**config.mk**
```make
export PLATFORM = sky130hd
export DESIGN_NAME = bus_loader_flat
export DESIGN_NICKNAME = d
export VERILOG_FILES = /design/src/rtl/bus_loader_if.sv /design/src/rtl/bus_loader.sv /design/src/flat_wrapper.sv
export SDC_FILE = /design/constraint.sdc
export NUM_CORES = 1
export LEC_CHECK = 0
export CAP_MARGIN = 20
export CORE_ASPECT_RATIO = 1.75
export CORE_MARGIN = 2
export CORE_UTILIZATION = 51
export CTS_CLUSTER_DIAMETER = 150
export DETAILED_ROUTE_END_ITERATION = 10
export PLACE_DENSITY = 0.85
export SLEW_MARGIN = 40
export SYNTH_ARGS = -nofsm -noshare
export SYNTH_HDL_FRONTEND = slang
export SYNTH_SLANG_ARGS = --single-unit
```
**constraint.sdc**
```tcl
create_clock -name clk -period 4.5 [get_ports clk]
set_input_delay 0.9 -clock clk [delete_from_list [all_inputs] [get_ports clk]]
set_output_delay 0.9 -clock clk [all_outputs]
set_load 0.005 [all_outputs]
```
**src/rtl/bus_loader_if.sv**
```systemverilog
// bus_loader_if: groups the command, LOAD/DUMP stream and memory bus
// signals of bus_loader.
//   cmd_*              command request (valid/ready; dump, base, len)
//   in_*               LOAD byte stream into the loader (valid/ready)
//   out_*              DUMP byte stream out of the loader (valid/ready)
//   address/to_memory/write/from_memory   memory bus driven by the loader
//   cpu_hold           keeps the CPU in reset and grants the bus
//   done               one-cycle completion pulse
// Modport slave is the bus_loader side, modport master the controller side.
interface bus_loader_if #(
  parameter int ADDR_WIDTH = 8,
  parameter int DATA_WIDTH = 8
);
  logic                  cmd_valid;
  logic                  cmd_ready;
  logic                  cmd_dump;
  logic [ADDR_WIDTH-1:0] cmd_base;
  logic [ADDR_WIDTH-1:0] cmd_len;
  logic [DATA_WIDTH-1:0] in_data;
  logic                  in_valid;
  logic                  in_ready;
  logic [DATA_WIDTH-1:0] out_data;
  logic                  out_valid;
  logic                  out_ready;
  logic [ADDR_WIDTH-1:0] address;
  logic [DATA_WIDTH-1:0] to_memory;
  logic [DATA_WIDTH-1:0] from_memory;
  logic                  write;
  logic                  cpu_hold;
  logic                  done;

  modport slave (
    input  cmd_valid, cmd_dump, cmd_base, cmd_len,
    input  in_data, in_valid, out_ready, from_memory,
    output cmd_ready, in_ready, out_data, out_valid,
    output address, to_memory, write, cpu_hold, done
  );

  modport master (
    output cmd_valid, cmd_dump, cmd_base, cmd_len,
    output in_data, in_valid, out_ready, from_memory,
    input  cmd_ready, in_ready, out_data, out_valid,
    input  address, to_memory, write, cpu_hold, done
  );
endinterface

```
**src/rtl/bus_loader.sv**
```systemverilog
// bus_loader: bus initiator used while the CPU is held in reset.
//   LOAD: writes a valid/ready byte stream to consecutive memory addresses.
//   DUMP: reads consecutive addresses and emits them as a valid/ready stream.
// Ports:
//   clk    rising-edge clock
//   reset  synchronous active-high reset
//   bus    bus_loader_if.slave (command, in/out streams, memory bus,
//          cpu_hold, done); every output is registered.
module bus_loader #(
  parameter int ADDR_WIDTH = 8,
  parameter int DATA_WIDTH = 8
) (
  input  logic         clk,
  input  logic         reset,
  bus_loader_if.slave  bus
);

  typedef enum logic [2:0] {
    IDLE,
    LD_WAIT,
    LD_WRITE,
    RD_ADDR,
    RD_WAIT,
    RD_OUT,
    FINISH
  } state_t;

  state_t state, next_state;

  logic [ADDR_WIDTH-1:0] ptr, ptr_d;
  logic [ADDR_WIDTH:0]   remaining, remaining_d;
  logic [ADDR_WIDTH-1:0] address_d;
  logic [DATA_WIDTH-1:0] to_memory_d, out_data_d;
  logic cmd_ready_d, in_ready_d, out_valid_d, write_d, cpu_hold_d, done_d;

  logic accept, in_fire, out_fire, last;

  assign accept   = bus.cmd_valid & bus.cmd_ready;
  assign in_fire  = bus.in_valid & bus.in_ready;
  assign out_fire = bus.out_valid & bus.out_ready;
  assign last     = (remaining == (ADDR_WIDTH+1)'(1));

  // State, datapath and registered outputs.
  always_ff @(posedge clk) begin
    if (reset) begin
      state         <= IDLE;
      ptr           <= '0;
      remaining     <= '0;
      bus.address   <= '0;
      bus.to_memory <= '0;
      bus.out_data  <= '0;
      bus.write     <= 1'b0;
      bus.in_ready  <= 1'b0;
      bus.out_valid <= 1'b0;
      bus.cpu_hold  <= 1'b0;
      bus.done      <= 1'b0;
      bus.cmd_ready <= 1'b1;
    end else begin
      state         <= next_state;
      ptr           <= ptr_d;
      remaining     <= remaining_d;
      bus.address   <= address_d;
      bus.to_memory <= to_memory_d;
      bus.out_data  <= out_data_d;
      bus.write     <= write_d;
      bus.in_ready  <= in_ready_d;
      bus.out_valid <= out_valid_d;
      bus.cpu_hold  <= cpu_hold_d;
      bus.done      <= done_d;
      bus.cmd_ready <= cmd_ready_d;
    end
  end

  // Next-state logic.
  always_comb begin
    next_state = state;
    case (state)
      IDLE:     if (accept) next_state = bus.cmd_dump ? RD_ADDR : LD_WAIT;
      LD_WAIT:  if (in_fire) next_state = LD_WRITE;
      LD_WRITE: next_state = last ? FINISH : LD_WAIT;
      RD_ADDR:  next_state = RD_WAIT;
      RD_WAIT:  next_state = RD_OUT;
      RD_OUT:   if (out_fire) next_state = last ? FINISH : RD_ADDR;
      FINISH:   next_state = IDLE;
      default:  next_state = IDLE;
    endcase
  end

  // Output logic. Flag outputs are decoded from next_state so that, once
  // registered, they line up exactly with the state they belong to.
  always_comb begin
    ptr_d       = ptr;
    remaining_d = remaining;
    to_memory_d = bus.to_memory;
    out_data_d  = bus.out_data;
    address_d   = bus.address;

    case (state)
      IDLE: begin
        if (accept) begin
          ptr_d       = bus.cmd_base;
          remaining_d = (bus.cmd_len == '0) ? {1'b1, {ADDR_WIDTH{1'b0}}}
                                            : {1'b0, bus.cmd_len};
        end
      end
      LD_WAIT: begin
        if (in_fire) to_memory_d = bus.in_data;
      end
      LD_WRITE: begin
        ptr_d       = ptr + ADDR_WIDTH'(1);
        remaining_d = remaining - (ADDR_WIDTH+1)'(1);
      end
      // Memory data for the address issued in RD_ADDR is valid here.
      RD_WAIT: out_data_d = bus.from_memory;
      RD_OUT: begin
        if (out_fire) begin
          ptr_d       = ptr + ADDR_WIDTH'(1);
          remaining_d = remaining - (ADDR_WIDTH+1)'(1);
        end
      end
      default: ;
    endcase

    // Address is presented while writing, and on entry to each read.
    if (next_state == LD_WRITE || next_state == RD_ADDR) address_d = ptr_d;

    cmd_ready_d = (next_state == IDLE);
    in_ready_d  = (next_state == LD_WAIT);
    write_d     = (next_state == LD_WRITE);
    out_valid_d = (next_state == RD_OUT);
    done_d      = (next_state == FINISH);
    cpu_hold_d  = (next_state != IDLE);
  end

endmodule

```
**src/flat_wrapper.sv**
```systemverilog
// flat-port wrapper written by rule: the top's interface ports become plain ports
module bus_loader_flat 
#(
  parameter int ADDR_WIDTH = 8,
  parameter int DATA_WIDTH = 8
)
  (clk, reset, bus_cmd_valid, bus_cmd_dump, bus_cmd_base, bus_cmd_len, bus_in_data, bus_in_valid, bus_out_ready, bus_from_memory, bus_cmd_ready, bus_in_ready, bus_out_data, bus_out_valid, bus_address, bus_to_memory, bus_write, bus_cpu_hold, bus_done);
  bus_loader_if #(.ADDR_WIDTH(ADDR_WIDTH), .DATA_WIDTH(DATA_WIDTH)) bus_i ();
  input  logic clk;
  input  logic reset;
  input wire logic [$bits(bus_i.cmd_valid)-1:0] bus_cmd_valid;
  input wire logic [$bits(bus_i.cmd_dump)-1:0] bus_cmd_dump;
  input wire logic [$bits(bus_i.cmd_base)-1:0] bus_cmd_base;
  input wire logic [$bits(bus_i.cmd_len)-1:0] bus_cmd_len;
  input wire logic [$bits(bus_i.in_data)-1:0] bus_in_data;
  input wire logic [$bits(bus_i.in_valid)-1:0] bus_in_valid;
  input wire logic [$bits(bus_i.out_ready)-1:0] bus_out_ready;
  input wire logic [$bits(bus_i.from_memory)-1:0] bus_from_memory;
  output wire logic [$bits(bus_i.cmd_ready)-1:0] bus_cmd_ready;
  output wire logic [$bits(bus_i.in_ready)-1:0] bus_in_ready;
  output wire logic [$bits(bus_i.out_data)-1:0] bus_out_data;
  output wire logic [$bits(bus_i.out_valid)-1:0] bus_out_valid;
  output wire logic [$bits(bus_i.address)-1:0] bus_address;
  output wire logic [$bits(bus_i.to_memory)-1:0] bus_to_memory;
  output wire logic [$bits(bus_i.write)-1:0] bus_write;
  output wire logic [$bits(bus_i.cpu_hold)-1:0] bus_cpu_hold;
  output wire logic [$bits(bus_i.done)-1:0] bus_done;
  assign bus_i.cmd_valid = bus_cmd_valid;
  assign bus_i.cmd_dump = bus_cmd_dump;
  assign bus_i.cmd_base = bus_cmd_base;
  assign bus_i.cmd_len = bus_cmd_len;
  assign bus_i.in_data = bus_in_data;
  assign bus_i.in_valid = bus_in_valid;
  assign bus_i.out_ready = bus_out_ready;
  assign bus_i.from_memory = bus_from_memory;
  assign bus_cmd_ready = bus_i.cmd_ready;
  assign bus_in_ready = bus_i.in_ready;
  assign bus_out_data = bus_i.out_data;
  assign bus_out_valid = bus_i.out_valid;
  assign bus_address = bus_i.address;
  assign bus_to_memory = bus_i.to_memory;
  assign bus_write = bus_i.write;
  assign bus_cpu_hold = bus_i.cpu_hold;
  assign bus_done = bus_i.done;
  bus_loader #(.ADDR_WIDTH(ADDR_WIDTH), .DATA_WIDTH(DATA_WIDTH)) u_core (.clk(clk), .reset(reset), .bus(bus_i));
endmodule
```
# Word-level counts from Yosys, hierarchy flattened
# Index checks and enable logic that the tools add are counted.
[word_totals] inputBits=38 ff_bits=50
[classes] mux=14 addsub=2 n_reduce_logical=8 bitwise_logic=3 eq_ne=13
[ops] op="9-bit two-way mux" n=3
[ops] op="9-bit case mux with 3 select lines" n=1
[ops] op="8-bit case mux with 3 select lines" n=1
[ops] op="3-bit case mux with 6 select lines" n=1
[ops] op="8-bit two-way mux" n=2
[ops] op="3-bit two-way mux" n=5
[ops] op="3-bit by 2-bit equality test with 1-bit output (second input constant)" n=4
[ops] op="3-bit equality test (second input constant)" n=4
[ops] op="9-bit by 1-bit equality test with 1-bit output (second input constant)" n=1
[ops] op="9-bit by 1-bit subtractor with 9-bit output (second input constant)" n=1
[ops] op="8-bit by 1-bit adder with 8-bit output (second input constant)" n=1
[ops] op="8-bit logical NOT" n=1
[ops] op="3-bit by 1-bit equality test with 1-bit output (second input constant)" n=2
[ops] op="3-bit logical NOT" n=2
[ops] op="3-bit nonzero test" n=2
[ops] op="2-bit by 1-bit != test with 1-bit output (second input constant)" n=2
[ops] op="1-bit bitwise AND" n=3
[ops] op="3-bit AND reduction" n=1
[ops] op="2-bit two-way mux" n=1
[ops] op="2-bit AND reduction" n=1
[ops] op="1-bit logical OR" n=1

# Depth between registers and ports, before layout
[depth] ltp_word=6 depth_mapped=8 depth_no_buf=7

# Least setup slack after synthesis
# Ideal clock, no wire load.
[synth_path] path_kind="in2reg" start="in bus_cmd_valid" end="reg u_core.bus.address[0]" arrival_time_ns=2.061 cell_stages=6 setup_time_ns=0.121 required_time_ns=4.379 path_buffers=1 path_slack_ns=2.318 cell_sequence="nand4bb_4 > nor2_2 > a211o_1 > and2_1 > buf_4 > mux2_4"
[synth_between] elab_chain_cells=5
[synth_lines] element="start, declared" line_no="flat_wrapper.sv:11" source="input wire logic [$bits(bus_i.cmd_valid)-1:0] bus_cmd_valid;"
[synth_lines] element="1-bit bitwise AND *" line_no="bus_loader.sv:38" source="assign accept = bus.cmd_valid & bus.cmd_ready;"
[synth_lines] element="3-bit two-way mux" line_no="bus_loader.sv:78" source="IDLE: if (accept) next_state = bus.cmd_dump ? RD_ADDR : LD_WAIT;"
[synth_lines] element="3-bit case mux with 6 select lines" line_no="bus_loader.sv:77" source="case (state)"
[synth_lines] element="3-bit by 2-bit equality test with 1-bit output" line_no="bus_loader.sv:125" source="if (next_state == LD_WRITE || next_state == RD_ADDR) address_d = ptr_d;"
[synth_lines] element="1-bit logical OR" line_no="bus_loader.sv:125"
[synth_lines] element="end signal, assigned" line_no="bus_loader.sv:62" source="bus.address <= address_d;"
[synth_lines] element="end, declared" line_no="bus_loader_if.sv:36" source="output address, to_memory, write, cpu_hold, done"
# Every way passes the cells marked *; elsewhere a longest branch is shown, timed or not.
# A chain may end at the register's enable or synchronous reset.

# Final worst setup path
# Same ends and word-level chain as after synthesis.

==> metrics.md <==
| Metric | Value |
|---|---|
| DP Worst Slack | `1279 ps` |
| Post-CTS Setup Bufs | `0` |
| Wl on met1 | `2381 um` |
| Number of synthesized flops with an enable pin | `0` |
| Worst Tran Pin Value | `a little over 700 ps` |
| Main area contributors after synthesis | `dfxtp_1 (42%), a21oi_1 (5.6%), nor2_1 (4.4%), o21ai_0 (4.4%), mux2i_1 (3.8%)` |
| Avg Cell Area, Syn | `between 8 and 9 um^2` |
| RSZ-0062 raised after global routing | `false` |
| Seq pwr share | `a little over two fifths` |
| Top FF cell, synth | `dfxtp_1` |
| Die X | `between 50 and 60 um` |
| Row count | `33` |
| Critical path data arrival time | `between 3000 and 4000 ps` |
| DP HPWL | `~4700 um` |
| Ports | `68` |
| Max Root-Sink Buffers | `2` |
| Internal | `just under 900 uW` |
| WL met2 | `3326 um` |
| Antenna violation net count after detailed routing | `0` |
| CTS resizes | `0` |
| Clock buffer count from CTS | `5` |
| Maxcap violations | `0` |
| # clock sinks | `50` |
| Chip Height | `approximately 95 um` |
| # hold bufs at CTS | `0` |
| Ys async rst share | `0%` |
| Via Count | `2,287` |
| Final-stage net count | `370` |
| CTS H-Tree Depth | `2` |
| P_sw | `452.5 uW` |
| Top cells by instance count after synthesis | `dfxtp_1 (50), nor2_1 (28), a21oi_1 (27), o21ai_0 (21), nand2_1 (17)` |
| Crit path kind | `input port to flip-flop` |
| Mapped Area | `2395 um^2` |
| Logic pwr share | `32.5%` |
| Design Power | `around 1300 uW` |
| Core box area | `4583 um^2` |
| Pwr Density | `between 400 and 500 nW/um^2` |
| Initial antenna violation count | `0` |
| Cell taking the most area after synthesis | `dfxtp_1` |
| Layout area overhead | `31.61%` |
| Layout cells sized above 1 | `~8.2%` |
| Setup TNS | `0 ps` |
| Diode count | `0` |
| Fin. Hold Viols | `0` |
| Setup violators final | `0` |
| P_leak | `~0.0011 uW` |
| Vias in the first global route | `roughly 2,200` |
| Post-Syn Nets | `just over 300` |
| Routed wl met3 | `roughly 230 um` |
| DR top layer | `met4` |
| Starting Density | `52.25%` |
| Final Max Tran Viols | `0` |
| Cell variety after synth | `56` |
| Pin count of the biggest net entering global routing | `32` |
| VDD IR max | `0.0003954 V` |
| Crit-path max FO | `12` |
| CP startpoint kind | `input port` |
| Total gr overflow | `0` |
| Worst setup EP type | `flip-flop` |
| Wirelength per Cell | `between 15 and 20 um` |
| Vias/cell | `approximately 6` |
| WP data required | `roughly 4700 ps` |
| Tcrit/Tclk final | `between 60% and 70%` |
| Pre-antenna DRT Iters | `4` |
| Switching Share | `approximately 34%` |
| RePlAce Congestion | `0.9032` |
| Worst-path clk slew | `100 ps` |
| First-pass GRT wire length | `just over 10,000 um` |
| Hold WS | `slightly below 500 ps` |
| CTS tree | `done` |
| WL final | `roughly 6300 um` |
| Tot GR Track Use | `24.86%` |
| YS warnings | `0` |
| Clock power share | `around a quarter` |
| Worst hold path class | `flip-flop to flip-flop` |
| Outcome | `finished, final reports clean` |
| Period minus WS final | `slightly below 3000 ps` |
| Sequential-to-total area share from yosys stat | `41.80%` |
| Setup WS post-layout | `1609 ps` |
| Die area | `about 5300 um^2` |
| Post-synthesis cell count | `between 200 and 300` |
| Count leader, synth | `dfxtp_1` |
| Worst clock skew | `about 6.8 ps` |
| Drt initial violations | `89` |
| Worst slew margin | `between 50% and 60%` |
| Top-area cell type share of the netlist area | `41.80%` |
| Root buffer cell | `clkbuf_8` |
| Seq cells post-synth | `50` |
| PortBufs | `67` |
| Clk_lat worst skew | `approximately 310 ps` |
| FMAX | `approximately 350 MHz` |
| Drt drc | `0` |
==> final timing paths <==
path / from / end / slack, ps / cells past startpoint
worst max-delay path: bus_cmd_valid / u_core.bus.address[0] / 1610 / 6
worst min register to register: u_core.bus.out_data[1] / u_core.bus.out_data[1] / 490 / 2
worst max register to register: u_core.state[0] / u_core.bus.address[0] / 1910 / 5
worst min-delay path: u_core.bus.out_data[1] / u_core.bus.out_data[1] / 490 / 2
==> stage by stage <==
step                      area [um^2]  utilization (%)  cells
final                            3152            68.77    382
after global routing             3152            68.77    382
after CTS                        3147            68.66    381
after detailed placement         3030            66.12    373
after global placement           3035            66.23    373
after floorplan                  2395                -    270
==> kinds of logic (layout without fill, tap and decap cells) <==
family | after synthesis | in the layout | share of synthesized area (%)
AND/OR/NAND/NOR | 98 | 98 | 23.20
AO/OA/AOI/OAI | 88 | 88 | 23.62
flip-flops | 50 | 50 | 41.80
buffers and inverters | 19 | 79 | 4.597
multiplexers | 11 | 11 | 4.859
adder cells (fa/ha/maj) | 3 | 3 | 1.568
XOR/XNOR | 1 | 1 | 0.3658
==> placed cells by master, fill, tap and decap left out, types with 4 or more instances in the layout <==
master | netlist | final
clkdlybuf4s50_1 | 0 | 66
dfxtp_1 | 50 | 50
nor2_1 | 28 | 28
a21oi_1 | 27 | 27
o21ai_0 | 21 | 21
nand2_1 | 17 | 17
mux2i_1 | 9 | 9
a211oi_1 | 9 | 9
nor3_1 | 8 | 8
nand3_1 | 7 | 7
and3_1 | 7 | 7
nand2b_1 | 5 | 5
clkbuf_8 | 0 | 5
nor4_1 | 4 | 4
==> layer usage <==
layer	vias to the layer above	track usage, %
met5	-	0
met4	0	14.63
met3	24	3.836
met2	74	44.74
met1	1078	27.24
li1	1111	-
==> sequential cells by signal, summed over array words and instances (netlist names), 3 cells and up <==
signal                cells
u_core.bus.out_data       8
u_core.remaining          9
u_core.bus.to_memory      8
u_core.bus.address        8
u_core.state              3
u_core.ptr                8
==> power groups by stage <==
| stage | clock (uW) | sequential, uW | combinational (uW) |
|---|---|---|---|
| 3_3_place_gp | 0 | 577 | 422 |
| 2_1_floorplan | 0 | 552 | 305 |
| 5_1_grt | 354 | 580 | 479 |
| 3_5_place_dp | 0 | 578 | 427 |
| 4_1_cts | 335 | 568 | 430 |
| 6_report | 332 | 569 | 433 |
==> critical path: stages <==
cell	delay (ps)
clkdlybuf4s50_1	540
nand4bb_4	130
nor2_2	420
a211o_1	420
and2_1	360
mux2_4	330
==> cell type report <==
type	count	area [um^2]
fill	381	1431
timing repair buffer	69	678.2
multi-input combinational	201	1284
clock buffer	5	68.82
tap	52	65.06
sequential	50	1001
inverter	2	7.507
clock inverter	3	47.55
Note: power is estimated with default switching activity, not from simulation.
==> edit: new RTL, config.mk and constraints unchanged <==
Reset style: asynchronous (`reset`), changed in one clocked block. Comments in the files are not updated.
--- a/src/rtl/bus_loader.sv
+++ b/src/rtl/bus_loader.sv
@@ -42,5 +42,5 @@
 
   // State, datapath and registered outputs.
-  always_ff @(posedge clk) begin
+  always_ff @(posedge clk or posedge reset) begin
     if (reset) begin
       state         <= IDLE;
Function: differs if reset is asserted again (counterexample within 4 cycles, from zero or initial values and one cycle with reset high); with reset held inactive, the same outputs for 10 cycles.
==> edit against the original RTL <==
Routed wire length is 7.4% lower; register-to-register slack improved by 0.15 ns; die area increased by 3.5%; sequential cell count stayed put; area after synthesis rose by 3.7%; cell area rose by 4.2%; first-iteration DRC count fell by 24%; worst setup slack worse by 0.11 ns; largest cell class is now flip-flops and latches.
Power is not compared: it rests on default switching activity, and its combinational part moved more than twofold at a synthesized area within 25%.
==> edit: results (changes against the original RTL) <==
- Status: completed (unchanged)
- Ys Warns: 0 (unchanged)
- Nets: 324 (was 370)
- Dpl cell area: 3170 sq um (was 3030 sq um)
- FFs w/ async S/R, synth: 1.00 (was 0)
- Maximum VDD drop: 0.470 mV
- Largest net degree at the start of global routing: 51 (was 32)
- Largest incremental delay on the critical path: 0.71 ns (was 0.54 ns)
- Worst-Skew Late Latency: 0.30 ns
- Lkg Pwr: 1.36 nW
- CP max FO: 8 (was 12)
- Cell count after placement: 328 (was 373)
- Synth Instances: 218 (was 270)
- Largest register by flop count: u_core.remaining (unchanged)
- Share of layout cells above drive strength 1: 0.162 (was 0.0818)
- Vias: 1,978 (was 2,287)
- Critical path's slowest cell: o32ai_1 (was clkdlybuf4s50_1)
- Arrival time worst endpoint: 3.19 ns (was 3.10 ns)
- Hold_ws: 0.509 ns (was 0.487 ns)
- Non-Filler Instances: 336 (was 382)
- DP HPWL: 4280 um (was 4700 um)
- Max reg flops: 9 (unchanged)
- First-pass GRT wire length: 9550 um (was 10,300 um)
- Routability Congestion: 0.925 (was 0.903)
- Syn nets: 259 (was 311)
- Initial antenna violation count: 0 (unchanged)
- Post-CTS Setup Bufs: 0 (unchanged)
- Sequential fraction of the synthesis area: 0.504 (was 0.418)
- DRT iter0 DRCs: 68 (was 89)
- Final WL: 5820 um (was 6290 um)
- Number of diodes: 0 (unchanged)
- Clk pin slew, worst setup/hold paths: 0.08 ns (was 0.10 ns)
- Worst slew margin: 0.442 (was 0.527)
- Pre-antenna DRT Iters: 4 (unchanged)
- Worst reg2reg setup slack: 2.06 ns (was 1.91 ns)
- Synth cell types: 52 (was 56)
- Longest Clk Path Bufs: 2 (unchanged)
- Worst hold path class: register to register (unchanged)
- Fillers: 354 (was 381)
- Post-synth top cells: dfrtp_1, mux2_2, a21oi_1, o21ai_0, nor2_1 (was dfxtp_1, nor2_1, a21oi_1, o21ai_0, nand2_1)
- Num CTS Buffers: 5 (unchanged)
- Fin Clk Skew: 0.00439 ns (was 0.00679 ns)
- Top cells by area, synth: dfrtp_1, mux2_2, mux2_4, a21oi_1, o21ai_0 (was dfxtp_1, a21oi_1, nor2_1, o21ai_0, mux2i_1)
- Total track usage: 0.229 (was 0.249)
- Number of global-route vias before repair: 2,108 (was 2,214)
- H-tree depth: 2 (unchanged)
==> edit: kinds of logic (layout without fill, tap and decap cells) <==
logic type	after synthesis	in the layout	synth area share
compound gates	52	52	0.144
mux	24	24	0.121
flops	50	50	0.504
buf+inv	19	85	0.0378
xor+xnor	1	1	0.00353
fa+ha+maj	3	3	0.0151
simple gates	69	69	0.174
==> edit: report_power, final <==
group          switching [mW]  internal, mW
registers               0.199         0.667
clock network           0.142         0.181
logic                   0.404         0.568
==> edit: area by class of cell <==
class / instances / area share
clock buffers: 7 / 0.0263
clock inverters: 1 / 0.00914
repair buffers: 68 / 0.206
well taps: 52 / 0.0198
inverters: 9 / 0.0110
flip-flops and latches: 50 / 0.381
multi-input cells: 149 / 0.346
==> edit: worst paths after layout <==
check                                        start                      end  depth (start not counted)
setup / recovery                     bus_cmd_valid    u_core.bus.address[4]                          7
hold / removal             u_core.bus.to_memory[5]  u_core.bus.to_memory[5]                          1
setup reg to reg                   u_core.state[1]    u_core.bus.address[4]                          6
hold reg to reg            u_core.bus.to_memory[5]  u_core.bus.to_memory[5]                          1
max in group asynchronous                    reset      u_core.remaining[2]                          2
min in group asynchronous                    reset  u_core.bus.to_memory[0]                          2
==> edit: metrics by stage <==
step	util	setup slack [ns]
after global routing	0.698	1.48
after detailed placement	0.673	1.25
after CTS	0.698	1.56
after global placement	0.673	1.33
after floorplan	-	2.34
final	0.698	1.50
==> edit: critical path: cells and delay by family <==
kind	cells	cell delay, ns
AOI/OAI and AO/OA	4	1.24
buffers and inverters	2	0.80
muxes	1	0.26
==> edit: layer usage <==
layer	vias to the layer above	GRT usage	routed length (um)
li1	922	-	-
met1	970	0.240	2140
met2	66	0.413	3180
met3	20	0.0551	317
met4	0	0.134	189
met5	-	0	0
